<file path="config.mk">
export PLATFORM = sky130hd
export DESIGN_NAME = row_scan_decoder
export DESIGN_NICKNAME = d
export VERILOG_FILES = /design/src/rtl/decoder_pkg.sv /design/src/rtl/decoder_onehot.sv /design/src/rtl/row_scan_decoder.sv
export SDC_FILE = /design/constraint.sdc
export NUM_CORES = 1
export LEC_CHECK = 0
export CORE_UTILIZATION = 50
export DETAILED_ROUTE_END_ITERATION = 16
export PLACE_DENSITY = 0.72
export SLEW_MARGIN = 15
export SYNTH_ARGS = -nofsm -noshare
export SYNTH_HDL_FRONTEND = slang
export SYNTH_SLANG_ARGS = --single-unit
</file>
<file path="constraint.sdc">
create_clock -name clk -period 6.05 [get_ports clk]
set_input_delay 0.605 -clock clk [delete_from_list [all_inputs] [get_ports clk]]
set_output_delay 0.605 -clock clk [all_outputs]
set_load 0.01 [all_outputs]
</file>
<file path="src/rtl/decoder_pkg.sv">
// rtl/decoder_pkg.sv - shared types for the row scan decoder
package decoder_pkg;

    typedef enum logic [1:0] {
        IDLE   = 2'd0,
        DIRECT = 2'd1,
        SHOW   = 2'd2,
        BLANK  = 2'd3
    } scan_state_t;

    typedef enum logic {
        MODE_DIRECT = 1'b0,
        MODE_SCAN   = 1'b1
    } decode_mode_t;

endpackage

</file>
<file path="src/rtl/decoder_onehot.sv">
// rtl/decoder_onehot.sv - combinational enable-gated N-to-2^N one-hot decoder
module decoder_onehot #(
    parameter int N = 3
) (
    input  logic               ena_i,
    input  logic [N-1:0]       sel_i,
    output logic [(1<<N)-1:0]  onehot_o
);

    // Exactly one bit set when enabled, all zero otherwise
    always_comb begin
        onehot_o = '0;
        if (ena_i) begin
            onehot_o[sel_i] = 1'b1;
        end
    end

endmodule

</file>
<file path="src/rtl/row_scan_decoder.sv">
// rtl/row_scan_decoder.sv - registered one-hot row decoder with auto-scan for LED matrix rows
module row_scan_decoder
    import decoder_pkg::*;
#(
    parameter int N            = 3,
    parameter int DWELL_W      = 16,
    parameter int BLANK_CYCLES = 2
) (
    input  logic                clk,
    input  logic                rst_n,
    input  logic                ena,
    input  logic                mode,
    input  logic [N-1:0]        in,
    input  logic [DWELL_W-1:0]  dwell,
    output logic [(1<<N)-1:0]   out,
    output logic [N-1:0]        row,
    output logic                frame_start,
    output logic                scanning
);

    localparam int ROWS = 1 << N;
    localparam int BW   = (BLANK_CYCLES > 0) ? $clog2(BLANK_CYCLES + 1) : 1;
    localparam logic [BW-1:0] BLANK_LAST = BW'((BLANK_CYCLES > 0) ? BLANK_CYCLES - 1 : 0);

    scan_state_t          state_q, state_d;
    logic [N-1:0]         row_q, row_d;
    logic [ROWS-1:0]      out_q, out_d;
    logic                 fs_q, fs_d;
    logic [DWELL_W-1:0]   dwell_q, dwell_d;
    logic [DWELL_W-1:0]   cnt_q, cnt_d;
    logic [BW-1:0]        blank_q, blank_d;

    logic [N-1:0]         sel;
    logic                 sel_en;
    logic [N-1:0]         next_row;
    logic [DWELL_W-1:0]   dwell_eff;

    // A zero dwell would never match the end-of-row compare, so it is lifted to one
    assign dwell_eff = (dwell == '0) ? DWELL_W'(1) : dwell;
    assign next_row  = row_q + N'(1);

    // The single decoder sits on the selected next row so out is one-hot by construction
    decoder_onehot #(.N(N)) u_onehot (
        .ena_i    (sel_en),
        .sel_i    (sel),
        .onehot_o (out_d)
    );

    // Next-state, next-row and counter logic in priority order: disable, direct, scan
    always_comb begin
        state_d = state_q;
        row_d   = row_q;
        fs_d    = 1'b0;
        dwell_d = dwell_q;
        cnt_d   = cnt_q;
        blank_d = blank_q;
        sel     = row_q;
        sel_en  = 1'b0;

        if (!ena) begin
            state_d = IDLE;
            row_d   = '0;
            sel     = '0;
            cnt_d   = '0;
            blank_d = '0;
        end else if (decode_mode_t'(mode) == MODE_DIRECT) begin
            state_d = DIRECT;
            row_d   = in;
            sel     = in;
            sel_en  = 1'b1;
            cnt_d   = '0;
            blank_d = '0;
        end else begin
            unique case (state_q)
                IDLE, DIRECT: begin
                    state_d = SHOW;
                    row_d   = '0;
                    sel     = '0;
                    sel_en  = 1'b1;
                    fs_d    = 1'b1;
                    dwell_d = dwell_eff;
                    cnt_d   = '0;
                    blank_d = '0;
                end
                SHOW: begin
                    if (cnt_q == dwell_q - DWELL_W'(1)) begin
                        if (BLANK_CYCLES > 0) begin
                            state_d = BLANK;
                            blank_d = '0;
                            cnt_d   = '0;
                        end else begin
                            state_d = SHOW;
                            row_d   = next_row;
                            sel     = next_row;
                            sel_en  = 1'b1;
                            fs_d    = (next_row == '0);
                            dwell_d = dwell_eff;
                            cnt_d   = '0;
                        end
                    end else begin
                        cnt_d  = cnt_q + DWELL_W'(1);
                        sel_en = 1'b1;
                    end
                end
                BLANK: begin
                    if (blank_q == BLANK_LAST) begin
                        state_d = SHOW;
                        row_d   = next_row;
                        sel     = next_row;
                        sel_en  = 1'b1;
                        fs_d    = (next_row == '0);
                        dwell_d = dwell_eff;
                        cnt_d   = '0;
                        blank_d = '0;
                    end else begin
                        blank_d = blank_q + BW'(1);
                    end
                end
                default: begin
                    state_d = IDLE;
                    row_d   = '0;
                end
            endcase
        end
    end

    // State and output registers, cleared asynchronously
    always_ff @(posedge clk or negedge rst_n) begin
        if (!rst_n) begin
            state_q <= IDLE;
            row_q   <= '0;
            out_q   <= '0;
            fs_q    <= 1'b0;
            dwell_q <= '0;
            cnt_q   <= '0;
            blank_q <= '0;
        end else begin
            state_q <= state_d;
            row_q   <= row_d;
            out_q   <= out_d;
            fs_q    <= fs_d;
            dwell_q <= dwell_d;
            cnt_q   <= cnt_d;
            blank_q <= blank_d;
        end
    end

    assign out         = out_q;
    assign row         = row_q;
    assign frame_start = fs_q;
    assign scanning    = (state_q == SHOW) || (state_q == BLANK);

endmodule
</file>
==> results.sh, run 1 <==
export IMPL_setup_tns_ps=0
export IMPL_final_nets=338
export IMPL_io_buffers=35
export IMPL_gp_congestion=0.796
export IMPL_synth_distinct_cells=46
export IMPL_outcome="completed"
export IMPL_power_density_nw_per_um2=224
export IMPL_clock_tree_root_cell="clkbuf_8"
export IMPL_worstMarginPinSlew_ps=1130
export IMPL_drive_gt1_share_pct=11.5
export IMPL_io_pins=36
export IMPL_cts_max_level=2
export IMPL_startpoint_type="flop"
export IMPL_drt_pass1_iter_count=4
export IMPL_drtIter0Drc=86
export IMPL_syn_cell_area_sq_um=2740
export IMPL_max_stage_delay_ps=690
export IMPL_synth_area_leaders="dfrtp_1 (44%), mux2_2 (5.7%), xnor2_1 (5.4%), xor2_1 (4.5%), nand2_1 (3.3%)"
export IMPL_clkLatencyLatePin_ps=300
export IMPL_yosysTopAreaCellShare_pct=43.8
export IMPL_max_freq_mhz=326
export IMPL_die_h_microns=76.1
export IMPL_synth_top_area_cell="dfrtp_1"
export IMPL_die_area_sq_um=5790
export IMPL_synth_seq_area_share_pct=43.8
export IMPL_clk_pin_slew_ps=90
export IMPL_rsz0062_at_grt="no"
export IMPL_cts_max_path_buffers=2
export IMPL_cts_tree="built"
export IMPL_rows=26
export IMPL_synthArstFlopShare_pct=100
export IMPL_hold_slack_ps=300
export IMPL_diodes=0
export IMPL_core_area_sq_um=5200
export IMPL_synth_fp_nets=307
export IMPL_grt_max_degree=49
export IMPL_finalWorstSetupSlack_ps=2980
export IMPL_leakage_nw=1.31
export IMPL_skew_ps=6.47
export IMPL_top_usage_layer="met2"
export IMPL_cp_slowest_cell="a211oi_2"
export IMPL_synth_edff_count=0
export IMPL_grt_pass1_wl_microns=9290
export IMPL_avgViaCountPerCell=5.43
export IMPL_met3_usage_pct=3.83
export IMPL_synth_most_common_cell="dfrtp_1"
export IMPL_grtUsageMet1_pct=27.9
export IMPL_seqCellArea_sq_um=1200
export IMPL_area_growth_syn_to_layout_pct=15.9
export IMPL_detail_route_wl_per_cell_microns=14.2
export IMPL_synth_cells=280
export IMPL_cp_arrival_ps=3300
export IMPL_ant_nets=0
export IMPL_post_route_period_util_pct=50.7
export IMPL_yosys_warnings=0
export IMPL_antenna_found_initial=0
export IMPL_grt_pass1_vias=2024
export IMPL_clock_sinks=48
export IMPL_drc=0
export IMPL_cp_data_required_time_ps=6280
export IMPL_hpwl_microns=4000
export IMPL_synth_common_cells="dfrtp_1 (48), nand2_1 (24), inv_1 (18), nor2_1 (17), xnor2_1 (17)"
export IMPL_cts_resized=0
export IMPL_period_needed_ps=3070
export IMPL_crit_type="flop to flop"
export IMPL_initial_utilization_pct=52.7
export IMPL_finalSetupViolations=0
export IMPL_peakVddDrop_mv=0.197
export IMPL_die_w_microns=76.1
export IMPL_fillers=465
export IMPL_final_hold_viol_count=0
export IMPL_cts_hold_buffers=0
export IMPL_path_cells="inv_1 -> ha_1 -> or4b_2 -> nor3_1 -> xnor2_1 -> a211oi_2 -> a211oi_2 -> nor2_2 -> a21oi_1"
export IMPL_cpMostUsedCell="a211oi_2"
export IMPL_drv_slew=0
export IMPL_max_cap_violations=0
export IMPL_multi_input_area_sq_um=1370
export IMPL_vias=2076
export IMPL_cp_max_fo=12
export IMPL_grt_overflow=0
export IMPL_hold_path_class="input port to asynchronous set/reset pin"
export IMPL_ys_ff_latch=48
export IMPL_slew_headroom_pct=23.9
export IMPL_synthFlopType="dfrtp_1"
export IMPL_dp_slack_ps=2880
export IMPL_cp_end_kind="flop"
export IMPL_drt_wl_total_microns=5430
export IMPL_post_cts_repair_setup_buffers=0
export IMPL_gr_usage_all_layers_pct=19.9
export IMPL_cts_buffers=5
export IMPL_grt_use_met2_pct=32.0
export IMPL_synth_area_per_cell_sq_um=9.80
-- cells in the final DEF (no fill, tap or decap), types with 5 or more instances in the layout --
master,netlist,layout
clkbuf_8,0,6
clkdlybuf4s50_1,0,34
mux2_2,14,14
dfrtp_1,48,48
nand4_1,5,5
o22ai_1,5,5
nand2_1,24,24
a21oi_1,11,11
nand3_1,11,11
nor2_1,17,17
xnor2_1,17,17
xor2_1,14,14
nor3_1,14,14
inv_1,18,18
o21ai_0,11,11
nor4_1,8,8
-- worst max-delay path: cells and delay by family, from the launching register on --
family	cells	cell delay [ps]
simple gates	3	1110
compound gates	3	950
flops	1	440
fa+ha+maj	1	240
xor+xnor	1	170
buf+inv	1	80
-- final cells by class --
type | instances | area share, %
Inverter | 18 | 2.13
Sequential cell | 48 | 37.8
Multi-Input combinational cell | 202 | 43.1
Clock buffer | 6 | 2.60
Clock inverter | 2 | 0.433
Tap cell | 70 | 2.76
Timing Repair Buffer | 36 | 11.2
-- final timing paths --
| path | start | to | slack, ps | depth (start not counted) |
|---|---|---|---|---|
| setup / recovery | dwell_q[0] | cnt_q[14] | 2980 | 9 |
| hold / removal | rst_n | dwell_q[12] | 300 | 1 |
| setup reg to reg | dwell_q[0] | cnt_q[14] | 2980 | 9 |
| hold reg to reg | dwell_q[15] | dwell_q[15] | 540 | 1 |
| max in group asynchronous | rst_n | cnt_q[9] | 5340 | 1 |
| min in group clk | dwell_q[15] | dwell_q[15] | 540 | 1 |
-- cells by family (layout without fill, tap and decap cells) --
kind of cell	Yosys count	after routing	synth area share, %
AOI/OAI and AO/OA	40	40	9.17
xor gates and xnor gates	31	31	9.90
adders and majority gates	4	4	1.82
buffers and inverters	30	62	6.25
DFF	48	48	43.8
muxes	17	17	6.84
and+or+nand+nor	110	110	22.2
-- where the power goes --
part	leakage (nW)	internal [mW]	switching, mW
Combinational	0.626	0.0711	0.0631
Sequential	0.629	0.343	0.0352
Clock	0.0516	0.0935	0.106
Total	1.31	0.507	0.205
-- routing by layer --
layer	routed length (microns)	part of all wire (%)
met1	2720	50
met2	2460	45
met3	190	3.5
met4	57	1.1
met5	0	0
-- sequential cells by signal (all words and copies together), names as in the netlist --
register / cells
blank_q: 2
cnt_q: 16
dwell_q: 16
frame_start: 1
out: 8
row: 3
state_q: 2
-- through the flow --
| stage | instances | total power [mW] | util, % | instance area, sq um |
|---|---|---|---|---|
| 3_3_place_gp | 374 | 0.515 | 59.2 | 3080 |
| 6_report | 382 | 0.712 | 61.1 | 3180 |
| 5_1_grt | 382 | 0.750 | 61.1 | 3180 |
| 4_1_cts | 382 | 0.719 | 61.0 | 3180 |
| 3_5_place_dp | 374 | 0.517 | 59.2 | 3080 |
| 2_1_floorplan | 280 | 0.481 | - | 2740 |
No activity file was read; power rests on OpenSTA's default activity.
==> run 2: changes to the inputs <==
clock period = 2.95 ns   (was 6.05 ns; I/O delays follow)
==> run 2 against run 1 <==
Effect of this change: the run now ends with hold timing left; setup slack got worse by 2900 ps; combinational power rose to 2.6 times the previous value; die area unchanged; clock-buffer cell count decreased by 1; routed wire length rose by 7.2%; first-iteration DRC count up 43%; sequential share of layout area decreased by 2.1 points; via count up 5.0%; sequential cell count did not move; clock skew decreased by 1.3 ps; critical path depth shrank 1; largest cell class unchanged; largest power group unchanged.
==> results.sh, run 2 (synthesis results as in run 1) <==
export IMPL_outcome="finished with violations"
export IMPL_violations="hold timing"
export IMPL_grt_overflow=0
export IMPL_max_stage_delay_ps=640
export IMPL_hold_slack_ps=-5.74
export IMPL_grt_pass1_wl_microns=9970
export IMPL_worstMarginPinSlew_ps=603
export IMPL_layout_commonest_cell="dfrtp_1"
export IMPL_avgViaCountPerCell=5.45
export IMPL_finalSetupViolations=0
export IMPL_clock_sinks=48
export IMPL_leakage_nw=1.40
export IMPL_gp_congestion=0.798
export IMPL_cts_buffers=5
export IMPL_detail_route_wl_per_cell_microns=14.5
export IMPL_fillers=427
export IMPL_cts_max_path_buffers=2
export IMPL_clk_pin_slew_ps=90
export IMPL_drt_wl_total_microns=5820
export IMPL_die_area_sq_um=5790
export IMPL_cts_tree="built"
export IMPL_clkLatencyLatePin_ps=300
export IMPL_rr_worst_depth=8
export IMPL_antenna_found_initial=0
export IMPL_path_cells="or4_1 -> or4b_2 -> o211a_1 -> o21ai_0 -> and4_2 -> a211oi_4 -> buf_4 -> a22o_1"
export IMPL_multi_input_area_sq_um=1420
export IMPL_cts_max_level=2
export IMPL_die_h_microns=76.1
export IMPL_cp_arrival_ps=3010
export IMPL_cts_hold_buffers=0
export IMPL_grt_pass1_vias=2112
export IMPL_drive_gt1_share_pct=17.6
export IMPL_power_mw=1.59
export IMPL_io_buffers=35
export IMPL_slew_headroom_pct=59.8
export IMPL_hold_path_class="input port to asynchronous set/reset pin"
export IMPL_rows=26
export IMPL_finalWorstSetupSlack_ps=128
export IMPL_gr_usage_all_layers_pct=21.4
export IMPL_r2r_slack_ps=130
export IMPL_dp_slack_ps=72.7
export IMPL_peakVddDrop_mv=0.257
export IMPL_clock_tree_root_cell="clkbuf_8"
export IMPL_initial_utilization_pct=52.7
export IMPL_power_density_nw_per_um2=472
export IMPL_max_freq_mhz=354
export IMPL_skew_ps=5.15
export IMPL_r2r_end="cnt_q[3]"
export IMPL_period_needed_ps=2820
export IMPL_io_pins=36
export IMPL_startpoint_type="flop"
export IMPL_drv_slew=0
export IMPL_core_area_sq_um=5200
export IMPL_drtIter0Drc=123
export IMPL_post_route_period_util_pct=95.7
export IMPL_die_w_microns=76.1
export IMPL_cp_end_kind="flop"
export IMPL_cp_slowest_cell="or4b_2"
export IMPL_vias=2179
export IMPL_r2r_start="dwell_q[8]"
export IMPL_cp_data_required_time_ps=3140
export IMPL_rsz0062_at_grt="no"
export IMPL_layoutNonFillerInstCount=400
export IMPL_max_cap_violations=0
export IMPL_drc=0
export IMPL_cp_max_fo=6
export IMPL_drt_pass1_iter_count=4
export IMPL_final_hold_viol_count=11
export IMPL_area_growth_syn_to_layout_pct=23.0
export IMPL_dp_cells=389
export IMPL_setup_tns_ps=0
export IMPL_crit_type="flop to flop"
export IMPL_grt_max_degree=49
export IMPL_hpwl_microns=4210
export IMPL_final_cell_mix="dfrtp_1 (47), clkdlybuf4s50_1 (34), nand2_1 (24)"
export IMPL_final_nets=356
export IMPL_seqCellArea_sq_um=1200
export IMPL_ant_nets=0
export IMPL_diodes=0
-- run 2: cell count changes in the layout (fill, tap and decap cells not counted), sizes merged --
cell	change
clkbuf	-1
a211oi	+1
buf	+17
bufinv	+1
clkinv	-1
clkinvlp	+1
-- run 2: power breakdown --
part / switching [mW] / total [mW] / internal (mW) / leakage, nW
clock network: 0.233 / 0.489 / 0.256 / 0.0548
registers: 0.0457 / 0.749 / 0.703 / 0.628
logic: 0.171 / 0.355 / 0.184 / 0.718
-- run 2: worst max-delay path by stage --
stage                end        from  slack, ps  cells after the start
3_5_place_dp   cnt_q[12]  dwell_q[0]         70                      9
5_1_grt        cnt_q[15]  dwell_q[0]         20                     12
6_report        cnt_q[3]  dwell_q[8]        130                      8
4_1_cts        cnt_q[15]  dwell_q[0]         40                      9
3_3_place_gp   cnt_q[15]  dwell_q[0]         80                      9
2_1_floorplan   cnt_q[0]  dwell_q[2]        240                      9
-- run 2: metrics by stage --
step	util (%)	cell area [sq um]	hold WS [ps]
final	64.8	3370	-5.74
after global routing	64.8	3370	49.5
after CTS	63.5	3310	216
after detailed placement	61.3	3190	524
after global placement	61.3	3190	522
after floorplan	-	2740	-0.591
-- run 2: cell type report --
cell class / instances / area share, %
Clock inverter: 3 / 1.37
Multi-Input combinational cell: 203 / 42.0
Timing Repair Buffer: 53 / 14.3
Sequential cell: 48 / 35.6
Tap cell: 70 / 2.60
Clock buffer: 5 / 2.04
Inverter: 18 / 2.00
-- run 2: layer usage --
metal,part of all wire (%),vias up,track usage (%)
met5,0,-,0
met3,2.6,2,2.87
met4,0.55,0,6.35
met2,48,35,35.3
li1,-,1080,-
met1,48,1062,29.4
-- run 2: timing repair --
item                       4_1_cts  5_1_grt
setup endpoints to repair        0       26
hold endpoints to repair         0        0
buffers inserted                 0        2
resized for setup                0        8
-- run 2: worst max-delay path: cells and delay by family (launching register included) --
family | cells | cell delay (ps)
AND/OR/NAND/NOR | 3 | 1570
AO/OA/AOI/OAI | 4 | 610
flip-flops | 1 | 390
buffers and inverters | 1 | 160
==> run 3: changes to the inputs <==
CORE_UTILIZATION = 30   (was 50)
PLACE_DENSITY = 0.48   (was 0.72)
==> run 3 against run 2 <==
Effect of this change: first-iteration DRC count shrank 56%; highest routed layer unchanged; power grew 6.3%; largest cell class unchanged; clock-buffer cell count is the same; combinational power grew 3%; the flow now finishes without violations; fmax grew 1.6%; critical path depth is the same; global-route usage shrank 8.0 points; via count shrank 1.7%; utilization shrank 26 points; setup slack gained 45 ps; sequential share of layout area shrank 0.84 points; routed wire length grew 6.8%.
==> results.sh, run 3 (synthesis results as in run 1) <==
export IMPL_cp_slowest_cell="or4_4"
export IMPL_seqCellArea_sq_um=1200
export IMPL_cts_max_path_buffers=2
export IMPL_final_hold_viol_count=0
export IMPL_max_freq_mhz=360
export IMPL_drt_pass1_iter_count=4
export IMPL_fin_area_sq_um=3450
export IMPL_multi_input_area_sq_um=1430
export IMPL_avgViaCountPerCell=4.89
export IMPL_clock_sinks=48
export IMPL_ant_nets=0
export IMPL_drtIter0Drc=54
export IMPL_area_growth_syn_to_layout_pct=26.0
export IMPL_die_w_microns=97.6
export IMPL_period_needed_ps=2780
export IMPL_worstMarginPinSlew_ps=770
export IMPL_cts_buffers=5
export IMPL_path_cells="buf_4 -> or4_4 -> nor3_4 -> a31oi_2 -> or4_4 -> a211oi_4 -> a211oi_2 -> mux2_2"
export IMPL_cp_data_required_time_ps=3140
export IMPL_rsz0062_at_grt="no"
export IMPL_max_stage_delay_ps=520
export IMPL_drv_slew=0
export IMPL_detail_route_wl_per_cell_microns=14.2
export IMPL_io_pins=36
export IMPL_cts_max_level=2
export IMPL_leakage_nw=1.41
export IMPL_peakVddDrop_mv=0.231
export IMPL_placed_cell_area_sq_um=3240
export IMPL_final_core_util_pct=39.2
export IMPL_grt_pass1_vias=2123
export IMPL_p_int_mw=1.23
export IMPL_rows=34
export IMPL_clock_tree_root_cell="clkbuf_8"
export IMPL_crit_type="flop to flop"
export IMPL_r2r_start="dwell_q[8]"
export IMPL_grt_max_degree=35
export IMPL_gr_usage_all_layers_pct=13.4
export IMPL_max_cap_violations=0
export IMPL_vias=2141
export IMPL_grt_pass1_wl_microns=10300
export IMPL_antenna_found_initial=0
export IMPL_gp_congestion=0.782
export IMPL_clkLatencyLatePin_ps=310
export IMPL_drt_wl_total_microns=6220
export IMPL_pwr_share_comb_pct=21.6
export IMPL_cp_end_kind="flop"
export IMPL_rr_worst_depth=8
export IMPL_cp_max_fo=6
export IMPL_grt_overflow=0
export IMPL_hold_path_class="input port to asynchronous set/reset pin"
export IMPL_r2r_slack_ps=170
export IMPL_diodes=0
export IMPL_final_cell_mix="dfrtp_1 (47), clkdlybuf4s50_1 (34), nand2_1 (24)"
export IMPL_io_buffers=35
export IMPL_drive_gt1_share_pct=18.2
export IMPL_fillers=880
export IMPL_post_route_period_util_pct=94.1
export IMPL_outcome="completed"
export IMPL_layout_commonest_cell="dfrtp_1"
export IMPL_cpMostUsedCell="or4_4"
export IMPL_r2r_end="cnt_q[0]"
export IMPL_pwr_share_seq_pct=44.3
export IMPL_core_area_sq_um=8810
export IMPL_p_sw_mw=0.460
export IMPL_p_clk_share_pct=34.1
export IMPL_cp_arrival_ps=2970
export IMPL_clk_pin_slew_ps=100
export IMPL_cts_tree="built"
export IMPL_die_h_microns=97.6
export IMPL_hpwl_microns=4800
export IMPL_die_area_sq_um=9530
export IMPL_startpoint_type="flop"
export IMPL_skew_ps=15.8
export IMPL_hold_slack_ps=52.5
export IMPL_slew_headroom_pct=48.6
export IMPL_final_nets=356
export IMPL_initial_utilization_pct=31.1
export IMPL_finalSetupViolations=0
export IMPL_sw_frac_of_total_pct=27.2
export IMPL_power_density_nw_per_um2=490
export IMPL_drc=0
-- run 3: cell types whose count changed in the layout (fill, tap and decap cells not counted), sizes merged --
cell / change
clkinvlp: -1
bufinv: +1
-- run 3: worst max-delay path by stage --
stage,from,end,slack (ps),cells past startpoint
floorplan,dwell_q[2],cnt_q[0],240,9
global placement,dwell_q[0],blank_q[1],60,8
detailed placement,dwell_q[0],cnt_q[12],30,11
CTS,dwell_q[0],cnt_q[10],-0.002,11
global route,dwell_q[8],cnt_q[10],30,10
finish,dwell_q[8],cnt_q[0],170,8
-- run 3: worst max-delay path: cells and delay by family, from the launching register on --
family | cells | cell delay, ps
flops | 1 | 380
simple gates | 3 | 1200
buf+inv | 1 | 160
mux | 1 | 300
compound gates | 3 | 660
-- run 3: layout make-up --
cell class,count,share of cell area (%)
clock buffers,5,1.99
clock inverters,3,1.99
inverters,18,1.96
multi-input cells,203,41.3
flip-flops and latches,48,34.8
well taps,108,3.91
repair buffers,53,14.0
-- run 3: what timing repair did --
action	in CTS	in global routing
cloned	0	1
pin swaps	0	4
hold buffers	0	0
buffers inserted	0	2
resized for setup	0	12
setup endpoints to repair	1	25
-- run 3: stage by stage --
step,instances,power (mW),TNS [ps],setup WS [ps]
4_1_cts,435,1.69,-0.00155,-0.00155
2_1_floorplan,280,0.987,0,235
3_5_place_dp,427,1.11,0,34.5
3_3_place_gp,427,1.11,0,58.0
5_1_grt,438,1.78,0,25.9
6_report,438,1.69,0,173
-- run 3: routing by layer --
metal  share of wire, %  GRT usage [%]  vias to the layer above
met5                  0              0                        -
met4                1.4           4.31                        0
met3                1.5           2.37                        8
met2                 47           21.9                       12
met1                 50           17.8                     1045
li1                   -              -                     1076
-- run 3: power groups by stage --
| stage | registers (mW) | logic [mW] | clock network, mW |
|---|---|---|---|
| floorplan | 0.757 | 0.230 | 0 |
| global placement | 0.762 | 0.344 | 0 |
| detailed placement | 0.762 | 0.349 | 0 |
| CTS | 0.749 | 0.350 | 0.596 |
| global route | 0.758 | 0.403 | 0.621 |
| finish | 0.750 | 0.366 | 0.577 |
